--- config.mk ---
export PLATFORM = sky130hd
export DESIGN_NAME = chase_steer
export DESIGN_NICKNAME = d
export VERILOG_FILES = /design/src/rtl/chase_steer.sv
export SDC_FILE = /design/constraint.sdc
export NUM_CORES = 1
export LEC_CHECK = 0
export ABC_AREA = 1
export CORE_MARGIN = 3
export CORE_UTILIZATION = 40
export CTS_CLUSTER_SIZE = 25
export DETAILED_ROUTE_END_ITERATION = 16
export GPL_ROUTABILITY_DRIVEN = 1
export GPL_TIMING_DRIVEN = 0
export MAX_ROUTING_LAYER = met4
export PLACE_DENSITY = 0.68
export SLEW_MARGIN = 25
export SYNTH_ARGS = -nofsm -noshare
export SYNTH_HDL_FRONTEND = slang
export SYNTH_SLANG_ARGS = --single-unit
export TNS_END_PERCENT = 100
--- constraint.sdc ---
create_clock -name clk -period 3.1 [get_ports clk]
set_input_delay 0.62 -clock clk [delete_from_list [all_inputs] [get_ports clk]]
set_output_delay 0.62 -clock clk [all_outputs]
set_load 0.01 [all_outputs]
--- src/rtl/chase_steer.sv ---
// Steering controller: search/track/hold FSM turning tracker blob measurements
// into differential wheel duty, with period-synchronous PWM and direction outputs.
module chase_steer #(
  parameter int FRAME_W     = 1024,
  parameter int CENTER_TOL  = 64,
  parameter int R_MIN       = 4,
  parameter int R_NEAR      = 60,
  parameter int R_HYST      = 8,
  parameter int LOST_FRAMES = 8,
  parameter int BASE_DUTY   = 160,
  parameter int SEARCH_DUTY = 96,
  parameter int TURN_SHIFT  = 3,
  parameter int PWM_DIV     = 256
) (
  input  logic        clk,
  input  logic        reset,
  input  logic        enable,
  input  logic        meas_valid,
  input  logic [10:0] x_center,
  input  logic [11:0] radius,
  output logic        pwm_l,
  output logic        pwm_r,
  output logic        dir_l,
  output logic        dir_r,
  output logic [1:0]  state
);

  typedef enum logic [1:0] {IDLE = 2'd0, SEARCH = 2'd1, TRACK = 2'd2, HOLD = 2'd3} state_t;

  localparam int PRE_W  = (PWM_DIV > 1) ? $clog2(PWM_DIV) : 1;
  localparam int MISS_W = $clog2(LOST_FRAMES + 1);
  localparam logic signed [11:0] HALF_W   = 12'(FRAME_W / 2);
  localparam logic [11:0]        R_MIN_V  = 12'(R_MIN);
  localparam logic [11:0]        R_NEAR_V = 12'(R_NEAR);
  localparam logic [11:0]        R_LEAVE_V = 12'(R_NEAR - R_HYST);
  localparam logic [11:0]        TOL_V    = 12'(CENTER_TOL);
  localparam logic [11:0]        BASE_V12 = 12'(BASE_DUTY);
  localparam logic [7:0]         BASE_V   = 8'(BASE_DUTY);
  localparam logic [7:0]         SEARCH_V = 8'(SEARCH_DUTY);
  localparam logic [PRE_W-1:0]   PRE_LAST = PRE_W'(PWM_DIV - 1);
  localparam logic [MISS_W-1:0]  MISS_LAST = MISS_W'(LOST_FRAMES - 1);

  // Correction never exceeds the base duty, so the inner wheel cannot underflow.
  function automatic logic [7:0] corr_sat(input logic [11:0] m);
    return (m > BASE_V12) ? BASE_V : m[7:0];
  endfunction

  function automatic logic [7:0] duty_sat(input logic [7:0] base, input logic [7:0] c);
    logic [8:0] s;
    s = {1'b0, base} + {1'b0, c};
    return s[8] ? 8'hFF : s[7:0];
  endfunction

  state_t             state_q, state_d;
  logic [MISS_W-1:0]  miss_q, miss_d;
  logic signed [11:0] err_q, err_d;
  logic [PRE_W-1:0]   pre_q, pre_d;
  logic [7:0]         cnt_q, cnt_d;
  logic [7:0]         act_duty_l_q, act_duty_l_d, act_duty_r_q, act_duty_r_d;
  logic               act_dir_l_q, act_dir_l_d, act_dir_r_q, act_dir_r_d;
  logic               pwm_l_q, pwm_l_d, pwm_r_q, pwm_r_d;

  logic               detected;
  logic signed [11:0] meas_err;
  logic [11:0]        mag;
  logic [7:0]         corr, outer, inner;
  logic [7:0]         tgt_duty_l, tgt_duty_r;
  logic               tgt_dir_l, tgt_dir_r;
  logic               pre_wrap, period_start;

  assign detected = (radius >= R_MIN_V);
  assign meas_err = $signed({1'b0, x_center}) - HALF_W;

  always_comb begin
    state_d = state_q;
    miss_d  = miss_q;
    err_d   = err_q;
    if (!enable) begin
      state_d = IDLE;
      miss_d  = '0;
    end else begin
      if (meas_valid && detected && (state_q != IDLE)) err_d = meas_err;
      case (state_q)
        IDLE:   state_d = SEARCH;
        SEARCH: if (meas_valid && detected) begin
          state_d = TRACK;
          miss_d  = '0;
        end
        TRACK, HOLD: if (meas_valid) begin
          if (!detected) begin
            if (miss_q == MISS_LAST) begin
              state_d = SEARCH;
              miss_d  = '0;
            end else begin
              miss_d = miss_q + MISS_W'(1);
            end
          end else begin
            miss_d = '0;
            if ((state_q == TRACK) && (radius >= R_NEAR_V))     state_d = HOLD;
            else if ((state_q == HOLD) && (radius < R_LEAVE_V)) state_d = TRACK;
          end
        end
        default: state_d = IDLE;
      endcase
    end
  end

  // Target duty follows the current state and the last detected centroid error.
  always_comb begin
    mag        = err_q[11] ? $unsigned(-err_q) : $unsigned(err_q);
    corr       = corr_sat(mag >> TURN_SHIFT);
    outer      = duty_sat(BASE_V, corr);
    inner      = BASE_V - corr;
    tgt_duty_l = 8'd0;
    tgt_duty_r = 8'd0;
    tgt_dir_l  = 1'b1;
    tgt_dir_r  = 1'b1;
    case (state_q)
      SEARCH: begin
        tgt_duty_l = SEARCH_V;
        tgt_duty_r = SEARCH_V;
        tgt_dir_r  = 1'b0;
      end
      TRACK: begin
        if (mag <= TOL_V) begin
          tgt_duty_l = BASE_V;
          tgt_duty_r = BASE_V;
        end else if (err_q[11]) begin
          tgt_duty_l = inner;
          tgt_duty_r = outer;
        end else begin
          tgt_duty_l = outer;
          tgt_duty_r = inner;
        end
      end
      default: ;
    endcase
  end

  // PWM timebase; active settings swap only at period boundaries, except stop-on-IDLE.
  always_comb begin
    pre_wrap     = (pre_q == PRE_LAST);
    pre_d        = pre_wrap ? '0 : pre_q + PRE_W'(1);
    cnt_d        = pre_wrap ? cnt_q + 8'd1 : cnt_q;
    period_start = pre_wrap && (cnt_q == 8'hFF);
    act_duty_l_d = act_duty_l_q;
    act_duty_r_d = act_duty_r_q;
    act_dir_l_d  = act_dir_l_q;
    act_dir_r_d  = act_dir_r_q;
    if (period_start) begin
      act_duty_l_d = tgt_duty_l;
      act_duty_r_d = tgt_duty_r;
      act_dir_l_d  = tgt_dir_l;
      act_dir_r_d  = tgt_dir_r;
    end
    if (state_d == IDLE) begin
      act_duty_l_d = 8'd0;
      act_duty_r_d = 8'd0;
      act_dir_l_d  = 1'b1;
      act_dir_r_d  = 1'b1;
    end
    pwm_l_d = (state_d != IDLE) && (cnt_q < act_duty_l_q);
    pwm_r_d = (state_d != IDLE) && (cnt_q < act_duty_r_q);
  end

  always_ff @(posedge clk or negedge reset) begin
    if (!reset) begin
      state_q      <= IDLE;
      miss_q       <= '0;
      err_q        <= '0;
      pre_q        <= '0;
      cnt_q        <= '0;
      act_duty_l_q <= '0;
      act_duty_r_q <= '0;
      act_dir_l_q  <= 1'b1;
      act_dir_r_q  <= 1'b1;
      pwm_l_q      <= 1'b0;
      pwm_r_q      <= 1'b0;
    end else begin
      state_q      <= state_d;
      miss_q       <= miss_d;
      err_q        <= err_d;
      pre_q        <= pre_d;
      cnt_q        <= cnt_d;
      act_duty_l_q <= act_duty_l_d;
      act_duty_r_q <= act_duty_r_d;
      act_dir_l_q  <= act_dir_l_d;
      act_dir_r_q  <= act_dir_r_d;
      pwm_l_q      <= pwm_l_d;
      pwm_r_q      <= pwm_r_d;
    end
  end

  assign pwm_l = pwm_l_q;
  assign pwm_r = pwm_r_q;
  assign dir_l = act_dir_l_q;
  assign dir_r = act_dir_r_q;
  assign state = state_q;

endmodule

==> results by group, run 1 <==
Outcome
  • Status: finished clean

Global routing
  • Global-route usage over all layers: 15.8%
  • First-pass GRT wire length: 13400 um
  • Number of global-route vias before repair: 3089
  • Remaining global-route overflow: 0
  • Maximum number of pins on one net before global-route repair: 54
  • Number of antenna violations at the first check in global routing: 0

Detailed routing
  • Vias: 3120
  • Initial DRT Pass Iterations: 4
  • Wire length per cell after detailed routing: 11.5 um
  • Detailed-route vias per instance: 4.83
  • Total wire length: 7450 um
  • Number of design-rule violations left by the first detailed-router iteration: 71
  • DRC violations left: 0
  • Remaining antenna violation count after routing: 0

Worst setup path
  • CP most frequent cell: sky130_fd_sc_hd__nand2_1
  • Max FO, Critical Path: 10
  • Crit start category: primary input
  • Arrival time of data at the critical path endpoint: 2.67 ns
  • Crit path kind: in -> reg
  • Cell family with the largest share of critical-path delay: simple AND/OR/NAND/NOR gates
  • Endpoint class of the critical path: register
  • Slowest CP cell: sky130_fd_sc_hd__clkdlybuf4s50_1
  • Ordered list of cells on the worst path: clkdlybuf4s50_1 > or2_0 > nor2_1 > nand2_1 > inv_1 > nand3_1 > nand3_1 > o211ai_2 > nand2_1 > nand2_4 > nand2_2 > buf_6 > o21ai_0 > inv_1 > nand2_1
  • WP buf/inv: 4
  • Worst endpoint required time: 3.32 ns
  • Slowest Stage Delay on Critical Path: 0.39 ns

STA
  • Minimum clock period after layout: 2.45 ns
  • Transition at the pin with the smallest max-transition slack: 0.665 ns
  • Minimum hold slack: 0.325 ns
  • Final Hold Fails: 0
  • TNS Setup: 0 ns
  • Max-slew violations: 0
  • Final critical-path share of the clock period: 79.0%
  • Total setup violations reported at the end of the flow: 0
  • Setup repair after global routing missed its margin: false
  • Max-slew headroom at the worst pin: 55.6%
  • Highest achievable clock rate: 0.408 GHz
  • Setup Skew: 0.00914 ns

Floorplanning
  • Starting utilization of the core area: 42.2%
  • Core area: 8980 um^2
  • # rows: 34
  • Floorplan die area: 10700 um^2
  • Top-level I/O count: 33
  • Die height: 103 um
  • Overall die width: 103 um

Synth
  • Top-count cell post-synth: sky130_fd_sc_hd__nand2_1
  • Async set-or-reset flop fraction in the synthesized netlist: 100%
  • Seq/Total Area, Yosys: 35.0%
  • Seq cells post-synth: 53
  • Area share of the leading cell type in the synthesized netlist: 34.3%
  • Yosys warning count: 0
  • Biggest area consumer among synthesized cells: sky130_fd_sc_hd__dfrtp_1
  • Post-synthesis net count: 537
  • Cell area after technology mapping: 3790 um^2
  • Post-Syn Area per Cell: 7.85 um^2
  • Distinct cells, synth: 46
  • Gate count of the mapped netlist: 483
  • Post-synth top cells: sky130_fd_sc_hd__nand2_1 (106), sky130_fd_sc_hd__inv_1 (62), sky130_fd_sc_hd__dfrtp_1 (52)
  • Number of flops mapped to enable cells by yosys: 0
  • Most used flip-flop cell after synthesis: sky130_fd_sc_hd__dfrtp_1
  • Top post-synthesis cells by area: sky130_fd_sc_hd__dfrtp_1 (34%), sky130_fd_sc_hd__nand2_1 (10%), sky130_fd_sc_hd__ha_1 (8.9%)

Clocking
  • Clock network latency to the later pin of the worst-skew pair: 0.32 ns
  • PostCTS Resize Cnt: 0
  • Number of hold buffers added after cts: 0
  • Largest buffer count on any clock path: 2
  • Cell at the root of the clock tree: sky130_fd_sc_hd__clkbuf_8
  • H-tree depth reported by CTS: 2
  • TritonCTS clock tree: built
  • Clk slew on worst S/H paths: 0.10 ns
  • Setup Buffers After CTS: 0
  • Clock tree sinks: 53
  • Total clock buffers created by CTS: 5

Power and ir drop
  • Net Sw Power: 1.01 mW
  • Part of the power in registers: 34.0%
  • Cell Int Power: 1.29 mW
  • Pwr/cell area: 531 nW/um^2
  • Sw frac: 43.8%
  • Gate power share: 47.6%
  • Leakage power of the design: 2.10 nW
  • Fraction of power consumed by the clock network: 18.4%
  • Peak supply drop: 0.272 mV

Final layout
  • Filler cell count: 878
  • Diodes inserted: 0
  • Cell area after layout: 4330 um^2
  • Synth-to-layout area growth: 14.3%
  • Total number of nets in the final design: 573
  • Utilization after layout: 48.2%
  • Ratio of cells with drive above 1 in the final layout: 15.4%

Place
  • Routability Congestion: 0.849
  • Hpwl dp: 5970 um
  • Post-detailed-placement cell area: 4240 um^2
  • Port Buffers: 29

Run
  • Max-capacitance violation count: 0

Hold path
  • Worst min-delay path category: in -> async
==> flip-flops by register name (all words and copies together) (netlist names) <==
name and flops:
err_q 12, act_duty_l_q 8, act_duty_r_q 8, cnt_q 8, pre_q 8, miss_q 4, state 2, dir_r 1
pwm_l 1, pwm_r 1
==> logic make-up (layout without fill, tap and decap cells) <==
family | count (synthesis) | in the layout | share of synthesized area (%)
multiplexers | 4 | 4 | 1.19
AND/OR/NAND/NOR | 245 | 245 | 33.1
other | 1 | 1 | 0.0989
AO/OA/AOI/OAI | 66 | 66 | 11.0
flip-flops | 53 | 53 | 35.0
adder cells (fa/ha/maj) | 27 | 27 | 8.91
XOR/XNOR | 11 | 11 | 2.54
buffers and inverters | 76 | 113 | 8.19
==> layout make-up <==
cell class	count	area [um^2]	area share [%]
Clock inverter	3	26.3	0.607
Sequential cell	53	1330	30.7
Timing Repair Buffer	29	288	6.65
Buffer	8	52.6	1.21
Inverter	68	258	5.95
Clock buffer	5	68.8	1.59
Multi-Input combinational cell	354	2150	49.7
Tap cell	126	158	3.64
==> final timing paths <==
kind,to,start,slack (ns),cells past startpoint
min reg2reg,pre_q[0]$_DFF_PN0_,pre_q[0]$_DFF_PN0_,0.47,1
max,act_duty_l_q[5]$_DFFE_PN0P_,radius[7],0.65,15
min in group clk,pre_q[0]$_DFF_PN0_,pre_q[0]$_DFF_PN0_,0.47,1
max reg2reg,act_duty_l_q[2]$_DFFE_PN0P_,err_q[3]$_DFFE_PN0P_,0.68,17
max in group asynchronous,act_duty_l_q[1]$_DFFE_PN0P_,reset,2.33,1
min,miss_q[0]$_DFFE_PN0P_,reset,0.32,1
==> power groups by stage <==
stage	Clock (mW)	Sequential [mW]	Combinational [mW]
after floorplan	0	0.785	0.876
after CTS	0.436	0.781	1.10
final	0.424	0.781	1.09
after global routing	0.458	0.789	1.25
after global placement	0	0.793	1.07
after detailed placement	0	0.794	1.09
==> routing by layer <==
layer / GRT usage (%) / share of wire [%]
met1: 19.0 / 47
met5: - / 0
met4: 3.59 / 1.3
met2: 27.7 / 49
met3: 2.82 / 3.1
==> per-stage QoR <==
stage               total power, mW  cells  worst slack (ns)
finish                         2.30    646             0.650
global route                   2.50    646             0.387
CTS                            2.32    646             0.661
detailed placement             1.89    638             0.320
global placement               1.86    638            -0.196
floorplan                      1.66    483             0.941
==> cell usage in the layout (no fill, tap or decap), types with 6 or more instances in the layout <==
master                            netlist  routed
sky130_fd_sc_hd__a21oi_1               23      23
sky130_fd_sc_hd__o21ai_1                6       6
sky130_fd_sc_hd__dfrtp_1               52      52
sky130_fd_sc_hd__ha_1                  27      27
sky130_fd_sc_hd__inv_1                 62      62
sky130_fd_sc_hd__nor2_1                43      43
sky130_fd_sc_hd__nand3_1               38      38
sky130_fd_sc_hd__nand2_4                6       6
sky130_fd_sc_hd__nand2_1              106     106
sky130_fd_sc_hd__o21ai_0               17      17
sky130_fd_sc_hd__nand2_2               16      16
sky130_fd_sc_hd__nor3_1                 6       6
sky130_fd_sc_hd__clkdlybuf4s50_1        0      28
sky130_fd_sc_hd__nor2_4                 6       6
sky130_fd_sc_hd__xnor2_1                6       6
Note: power is estimated with default switching activity, not from simulation.
==> run 2, diff against run 1 <==
Settings changed: PLACE_DENSITY 0.68 to 0.7.
Clock period 3.1 ns to 2 ns, I/O delays scaled along.
==> run 2 against run 1 <==
Cell count rose by 6.8%. The flow now finishes with violations (setup timing). Setup slack worse by 0.94 ns. Core utilization up 7.7 points. Largest power group unchanged. Critical path type is now reg -> reg. Worst hold slack got worse by 0.20 ns.
==> results by group, run 2 (synthesis gave the netlist of run 1 again) <==
STA
  • Total setup violations reported at the end of the flow: 16
  • Minimum setup slack in the final design: -0.287 ns
  • Max-slew headroom at the worst pin: 55.6%
  • Highest achievable clock rate: 0.437 GHz
  • Final Hold Fails: 0
  • Max-slew violations: 0
  • Transition at the pin with the smallest max-transition slack: 0.667 ns
  • Minimum hold slack: 0.127 ns
  • Final critical-path share of the clock period: 114%
  • Setup Skew: 0.00996 ns
  • Setup repair after global routing missed its margin: true
  • Minimum clock period after layout: 2.29 ns

Final layout
  • Total number of nets in the final design: 617
  • Most used cells in the layout excluding fill and tap cells: sky130_fd_sc_hd__nand2_1 (89), sky130_fd_sc_hd__inv_1 (52), sky130_fd_sc_hd__dfrtp_1 (51)
  • Diodes inserted: 0
  • Max reg flops: 12
  • Ratio of cells with drive above 1 in the final layout: 33.3%
  • Count of placed standard cells in the final layout, fillers left out: 690
  • Utilization after layout: 55.9%
  • Filler cell count: 784
  • Synth-to-layout area growth: 32.4%
  • Most common library cell in the layout ignoring fill and taps: sky130_fd_sc_hd__nand2_1
  • Most flops, register: err_q
  • Cell area after layout: 5020 um^2

Power and ir drop
  • Leakage power of the design: 2.48 nW
  • Cell Int Power: 2.52 mW
  • Net Sw Power: 1.88 mW
  • Gate power share: 58.6%
  • Part of the power in registers: 27.6%
  • Pwr/cell area: 877 nW/um^2
  • Sw frac: 42.8%
  • Peak supply drop: 0.638 mV
  • Fraction of power consumed by the clock network: 13.8%

Floorplanning
  • Starting utilization of the core area: 42.2%
  • Floorplan die area: 10700 um^2
  • Core area: 8980 um^2
  • Die height: 103 um
  • Overall die width: 103 um
  • Top-level I/O count: 33
  • # rows: 34

Clocking
  • Number of hold buffers added after cts: 0
  • Cell at the root of the clock tree: sky130_fd_sc_hd__clkbuf_8
  • Clock network latency to the later pin of the worst-skew pair: 0.30 ns
  • Total clock buffers created by CTS: 5
  • Largest buffer count on any clock path: 2
  • TritonCTS clock tree: built
  • Clk slew on worst S/H paths: 0.10 ns
  • H-tree depth reported by CTS: 2
  • Clock tree sinks: 53

Worst setup path
  • Max FO, Critical Path: 4
  • Endpoint class of the critical path: register
  • Worst endpoint required time: 2.20 ns
  • Crit path kind: reg -> reg
  • Crit start category: register
  • Arrival time of data at the critical path endpoint: 2.48 ns
  • Reg-to-reg setup timing slack: -0.29 ns

Detailed routing
  • Vias: 3403
  • DRC violations left: 0
  • Initial DRT Pass Iterations: 5
  • Remaining antenna violation count after routing: 0
  • Number of design-rule violations left by the first detailed-router iteration: 150
  • Wire length per cell after detailed routing: 12.6 um
  • Total wire length: 8680 um
  • Detailed-route vias per instance: 4.93

Place
  • Post-placement setup slack: -0.553 ns
  • Placed Cells: 638
  • Port Buffers: 29
  • Routability Congestion: 0.865
  • Post-detailed-placement cell area: 4290 um^2
  • Hpwl dp: 5990 um

Global routing
  • Maximum number of pins on one net before global-route repair: 54
  • Number of antenna violations at the first check in global routing: 0
  • Global-route usage over all layers: 16.7%
  • Remaining global-route overflow: 0
  • First-pass GRT wire length: 14200 um
  • Number of global-route vias before repair: 3273

Run
  • Max-capacitance violation count: 0

Outcome
  • Failing checks: setup timing
  • Status: finished with violations

Hold path
  • Worst min-delay path category: in -> async
[run 2: cell types whose count changed in the layout (fill, tap and decap cells not counted), sizes merged]
cell	delta
dlymetal6s2s	+10
clkinvlp	-1
clkdlybuf4s50	-10
clkinv	+1
buf	+44
[run 2: area by class of cell]
class | instances | area (um^2) | share of cell area, %
multi-input cells | 354 | 2440 | 48.7
flip-flops and latches | 53 | 1330 | 26.5
repair buffers | 73 | 674 | 13.4
inverters | 68 | 273 | 5.44
well taps | 126 | 158 | 3.14
clock buffers | 5 | 68.8 | 1.37
plain buffers | 8 | 52.6 | 1.05
clock inverters | 3 | 21.3 | 0.424
[run 2: final timing paths]
path                       depth (start not counted)                         from                           to
setup / recovery                                  18         err_q[0]$_DFFE_PN0P_  act_duty_r_q[4]$_DFFE_PN0P_
hold / removal                                     1                        reset         cnt_q[5]$_DFFE_PN0N_
setup reg to reg                                  18         err_q[0]$_DFFE_PN0P_  act_duty_r_q[4]$_DFFE_PN0P_
hold reg to reg                                    2  act_duty_r_q[7]$_DFFE_PN0P_  act_duty_r_q[7]$_DFFE_PN0P_
max in group asynchronous                          1                        reset           state[0]$_DFF_PN0_
min in group clk                                   2  act_duty_r_q[7]$_DFFE_PN0P_  act_duty_r_q[7]$_DFFE_PN0P_
[run 2: layer usage]
metal	GRT usage, %	vias to the layer above	wire length, um
li1	-	1719	-
met1	19.5	1609	3640
met2	30.0	59	4610
met3	2.68	16	276
met4	3.69	0	153
met5	-	-	0
[run 2: power groups by stage]
| stage | clock (mW) | combinational (mW) | sequential [mW] |
|---|---|---|---|
| 3_3_place_gp | 0 | 1.78 | 1.23 |
| 3_5_place_dp | 0 | 1.82 | 1.23 |
| 6_report | 0.609 | 2.58 | 1.21 |
| 4_1_cts | 0.640 | 2.25 | 1.21 |
| 2_1_floorplan | 0 | 1.48 | 1.22 |
| 5_1_grt | 0.682 | 2.82 | 1.22 |
[run 2: repair_timing]
item,4_1_cts,5_1_grt
endpoints found under the setup margin,21,28
buffers inserted,27,18
gates resized for setup,32,60
pin swaps,27,43
[run 2: stage by stage]
stage | power [mW] | TNS, ns
finish | 4.40 | -3.59
global route | 4.72 | -6.74
CTS | 4.10 | -2.72
detailed placement | 3.05 | -12.84
global placement | 3.01 | -68.80
floorplan | 2.70 | -0.614
[run 2: worst max-delay path: stages, from the launching register on]
cell and delay [ns]:
sky130_fd_sc_hd__dfrtp_1 0.42, sky130_fd_sc_hd__nor2_4 0.16, sky130_fd_sc_hd__nand2_2 0.11, sky130_fd_sc_hd__nor2_2 0.12, sky130_fd_sc_hd__nand2_1 0.11, sky130_fd_sc_hd__nand2_2 0.09
sky130_fd_sc_hd__nand2_4 0.06, sky130_fd_sc_hd__a21oi_4 0.19, sky130_fd_sc_hd__nand2_4 0.11, sky130_fd_sc_hd__inv_8 0.08, sky130_fd_sc_hd__buf_12 0.10, sky130_fd_sc_hd__nand2_4 0.05
sky130_fd_sc_hd__ha_4 0.17, sky130_fd_sc_hd__nand2_1 0.06, sky130_fd_sc_hd__nand3_1 0.06, sky130_fd_sc_hd__nand2_1 0.10, sky130_fd_sc_hd__nand2_1 0.07, sky130_fd_sc_hd__nand2_1 0.08
sky130_fd_sc_hd__o21ai_2 0.05
==> run 3, diff against run 2 <==
Settings changed: CORE_UTILIZATION 40 to 53, PLACE_DENSITY 0.7 to 0.86.
==> run 3 against run 2 <==
The run still ends with setup timing left. Clock power rose by 8.4%. First-iteration DRC count rose by 91%. Global-route usage rose by 5.4 points. Via count rose by 6.5%. Critical path type unchanged. Highest routed layer unchanged.
==> results by group, run 3 (synthesis gave the netlist of run 1 again) <==
STA
  • Minimum clock period after layout: 2.47 ns
  • Setup repair after global routing missed its margin: true
  • Transition at the pin with the smallest max-transition slack: 0.651 ns
  • Highest achievable clock rate: 0.404 GHz
  • Minimum setup slack in the final design: -0.473 ns
  • Max-slew headroom at the worst pin: 56.6%
  • Max-slew violations: 0
  • Total setup violations reported at the end of the flow: 18
  • Final Hold Fails: 0
  • Final critical-path share of the clock period: 124%
  • Setup Skew: 0.00491 ns

Worst setup path
  • Cell family with the largest share of critical-path delay: simple AND/OR/NAND/NOR gates
  • Ordered list of cells on the worst path: nor2_4 > nand2_2 > nand2_2 > nand2_2 > nand2_2 > buf_4 > buf_4 > buf_4 > nand4_1 > o211ai_1 > buf_4 > nand3_4 > nand2_1 > nand2_1 > nand3_1 > nand2_1 > nand2_1 > nand2_1
  • Reg-to-reg setup timing slack: -0.47 ns
  • R2R Path Start: err_q[1]$_DFFE_PN0P_
  • Worst endpoint required time: 2.21 ns
  • Endpoint class of the critical path: register
  • WP buf/inv: 4
  • Slowest CP cell: sky130_fd_sc_hd__dfrtp_1
  • Max FO, Critical Path: 3
  • Slowest Stage Delay on Critical Path: 0.43 ns
  • CP most frequent cell: sky130_fd_sc_hd__nand2_1
  • Crit path kind: reg -> reg
  • Crit start category: register
  • Arrival time of data at the critical path endpoint: 2.68 ns
  • End of the worst register-to-register path: act_duty_l_q[7]$_DFFE_PN0P_
  • Worst Reg2Reg Path Length in Cells: 18
  • CP Launch Point: err_q[1]$_DFFE_PN0P_

Global routing
  • Number of global-route vias before repair: 3465
  • Maximum number of pins on one net before global-route repair: 54
  • Global-route usage over all layers: 22.0%
  • First-pass GRT wire length: 14700 um
  • Number of antenna violations at the first check in global routing: 0
  • Remaining global-route overflow: 0

Power and ir drop
  • Pwr/cell area: 901 nW/um^2
  • Peak supply drop: 0.712 mV
  • Gate power share: 58.4%
  • Total Power: 4.53 mW
  • Cell Int Power: 2.48 mW
  • Fraction of power consumed by the clock network: 14.6%
  • Part of the power in registers: 27.0%
  • Sw frac: 45.3%
  • Net Sw Power: 2.05 mW
  • Leakage power of the design: 2.41 nW

Place
  • Hpwl dp: 6010 um
  • Post-detailed-placement cell area: 4250 um^2
  • Routability Congestion: 0.886
  • Port Buffers: 29

Clocking
  • H-tree depth reported by CTS: 2
  • Clock tree sinks: 53
  • Clk slew on worst S/H paths: 0.11 ns
  • Number of hold buffers added after cts: 0
  • Clock network latency to the later pin of the worst-skew pair: 0.32 ns
  • Total clock buffers created by CTS: 5
  • Largest buffer count on any clock path: 2
  • TritonCTS clock tree: built
  • Cell at the root of the clock tree: sky130_fd_sc_hd__clkbuf_8

Final layout
  • Filler cell count: 440
  • Diodes inserted: 0
  • Total number of nets in the final design: 617
  • Max reg flops: 12
  • Most used cells in the layout excluding fill and tap cells: sky130_fd_sc_hd__nand2_1 (90), sky130_fd_sc_hd__inv_1 (53), sky130_fd_sc_hd__dfrtp_1 (51)
  • Cell area after layout: 5030 um^2
  • Synth-to-layout area growth: 32.7%
  • Most flops, register: err_q
  • Ratio of cells with drive above 1 in the final layout: 33.9%
  • Most common library cell in the layout ignoring fill and taps: sky130_fd_sc_hd__nand2_1

Detailed routing
  • Total wire length: 10100 um
  • Number of design-rule violations left by the first detailed-router iteration: 286
  • Wire length per cell after detailed routing: 15.3 um
  • Detailed-route vias per instance: 5.49
  • Remaining antenna violation count after routing: 0
  • DRC violations left: 0
  • Initial DRT Pass Iterations: 5
  • Vias: 3624

Floorplanning
  • Top-level I/O count: 33
  • Die height: 90.6 um
  • Core area: 6870 um^2
  • # rows: 30
  • Starting utilization of the core area: 55.2%
  • Floorplan die area: 8200 um^2
  • Overall die width: 90.6 um

Run
  • Max-capacitance violation count: 0

Outcome
  • Failing checks: setup timing
  • Status: finished with violations

Hold path
  • Worst min-delay path category: in -> async
run 3: cell count changes in the layout (fill, tap and decap cells not counted), moves of 3 or more:
cell / change
sky130_fd_sc_hd__nor2_1: -3
sky130_fd_sc_hd__clkdlybuf4s50_1: +8
sky130_fd_sc_hd__nand3_2: +3
sky130_fd_sc_hd__nand3_1: -6
sky130_fd_sc_hd__ha_2: -3
sky130_fd_sc_hd__dlymetal6s2s_1: -8
sky130_fd_sc_hd__nand3_4: +3
sky130_fd_sc_hd__nor2_4: +3
run 3: area by class of cell:
class                           count  area [um^2]  share of cell area [%]
Multi-Input combinational cell    355         2520                    50.2
Sequential cell                    53         1330                    26.4
Timing Repair Buffer               72          634                    12.6
Inverter                           68          273                    5.42
Tap cell                           96          120                    2.39
Clock buffer                        5         68.8                    1.37
Buffer                              8         55.1                    1.09
Clock inverter                      3         26.3                   0.522
run 3: layer usage:
| layer | GRT usage [%] | vias up | part of all wire [%] |
|---|---|---|---|
| met3 | 4.17 | 34 | 4.1 |
| met1 | 23.9 | 1749 | 39 |
| met4 | 9.31 | 0 | 3.5 |
| met2 | 39.3 | 124 | 53 |
| li1 | - | 1717 | - |
| met5 | - | - | 0 |
run 3: worst max path at each step:
stage / to / depth (start not counted)
after detailed placement: act_duty_l_q[5]$_DFFE_PN0P_ / 15
after global placement: pre_q[7]$_DFF_PN0_ / 1
after floorplan: act_duty_l_q[4]$_DFFE_PN0P_ / 17
after global routing: act_duty_l_q[7]$_DFFE_PN0P_ / 18
final: act_duty_l_q[7]$_DFFE_PN0P_ / 18
after CTS: act_duty_l_q[7]$_DFFE_PN0P_ / 20
run 3: power groups by stage:
stage          Combinational (mW)  Clock, mW  Sequential [mW]
6_report                     2.65      0.660             1.22
5_1_grt                      2.86      0.702             1.23
4_1_cts                      2.06      0.668             1.21
3_5_place_dp                 1.81          0             1.23
3_3_place_gp                 1.76          0             1.23
2_1_floorplan                1.48          0             1.22
run 3: repair_timing:
action	in CTS	in global routing
pin swaps	23	47
endpoints found under the setup margin	21	26
gates resized for setup	20	77
buffers inserted	20	25
gates cloned	1	0
run 3: per-stage QoR:
stage	setup WS [ns]	hold WS (ns)	instances	TNS, ns	util, %
after detailed placement	-0.563	0.455	608	-12.36	61.9
after floorplan	-0.0808	0.104	483	-0.614	-
after CTS	-0.282	0.124	637	-3.45	66.4
after global placement	-0.971	0.445	608	-60.54	61.9
final	-0.473	0.0994	660	-5.68	73.2
after global routing	-0.667	0.150	660	-9.73	73.2
run 3: worst reg2reg max path: stages (launching register included):
cell and delay [ns]:
sky130_fd_sc_hd__dfrtp_1 0.43, sky130_fd_sc_hd__nor2_4 0.20, sky130_fd_sc_hd__nand2_2 0.10, sky130_fd_sc_hd__nand2_2 0.10, sky130_fd_sc_hd__nand2_2 0.06, sky130_fd_sc_hd__nand2_2 0.10, sky130_fd_sc_hd__buf_4 0.12, sky130_fd_sc_hd__buf_4 0.10
sky130_fd_sc_hd__buf_4 0.10, sky130_fd_sc_hd__nand4_1 0.10, sky130_fd_sc_hd__o211ai_1 0.28, sky130_fd_sc_hd__buf_4 0.18, sky130_fd_sc_hd__nand3_4 0.08, sky130_fd_sc_hd__nand2_1 0.08, sky130_fd_sc_hd__nand2_1 0.06, sky130_fd_sc_hd__nand3_1 0.08
sky130_fd_sc_hd__nand2_1 0.05, sky130_fd_sc_hd__nand2_1 0.08, sky130_fd_sc_hd__nand2_1 0.08
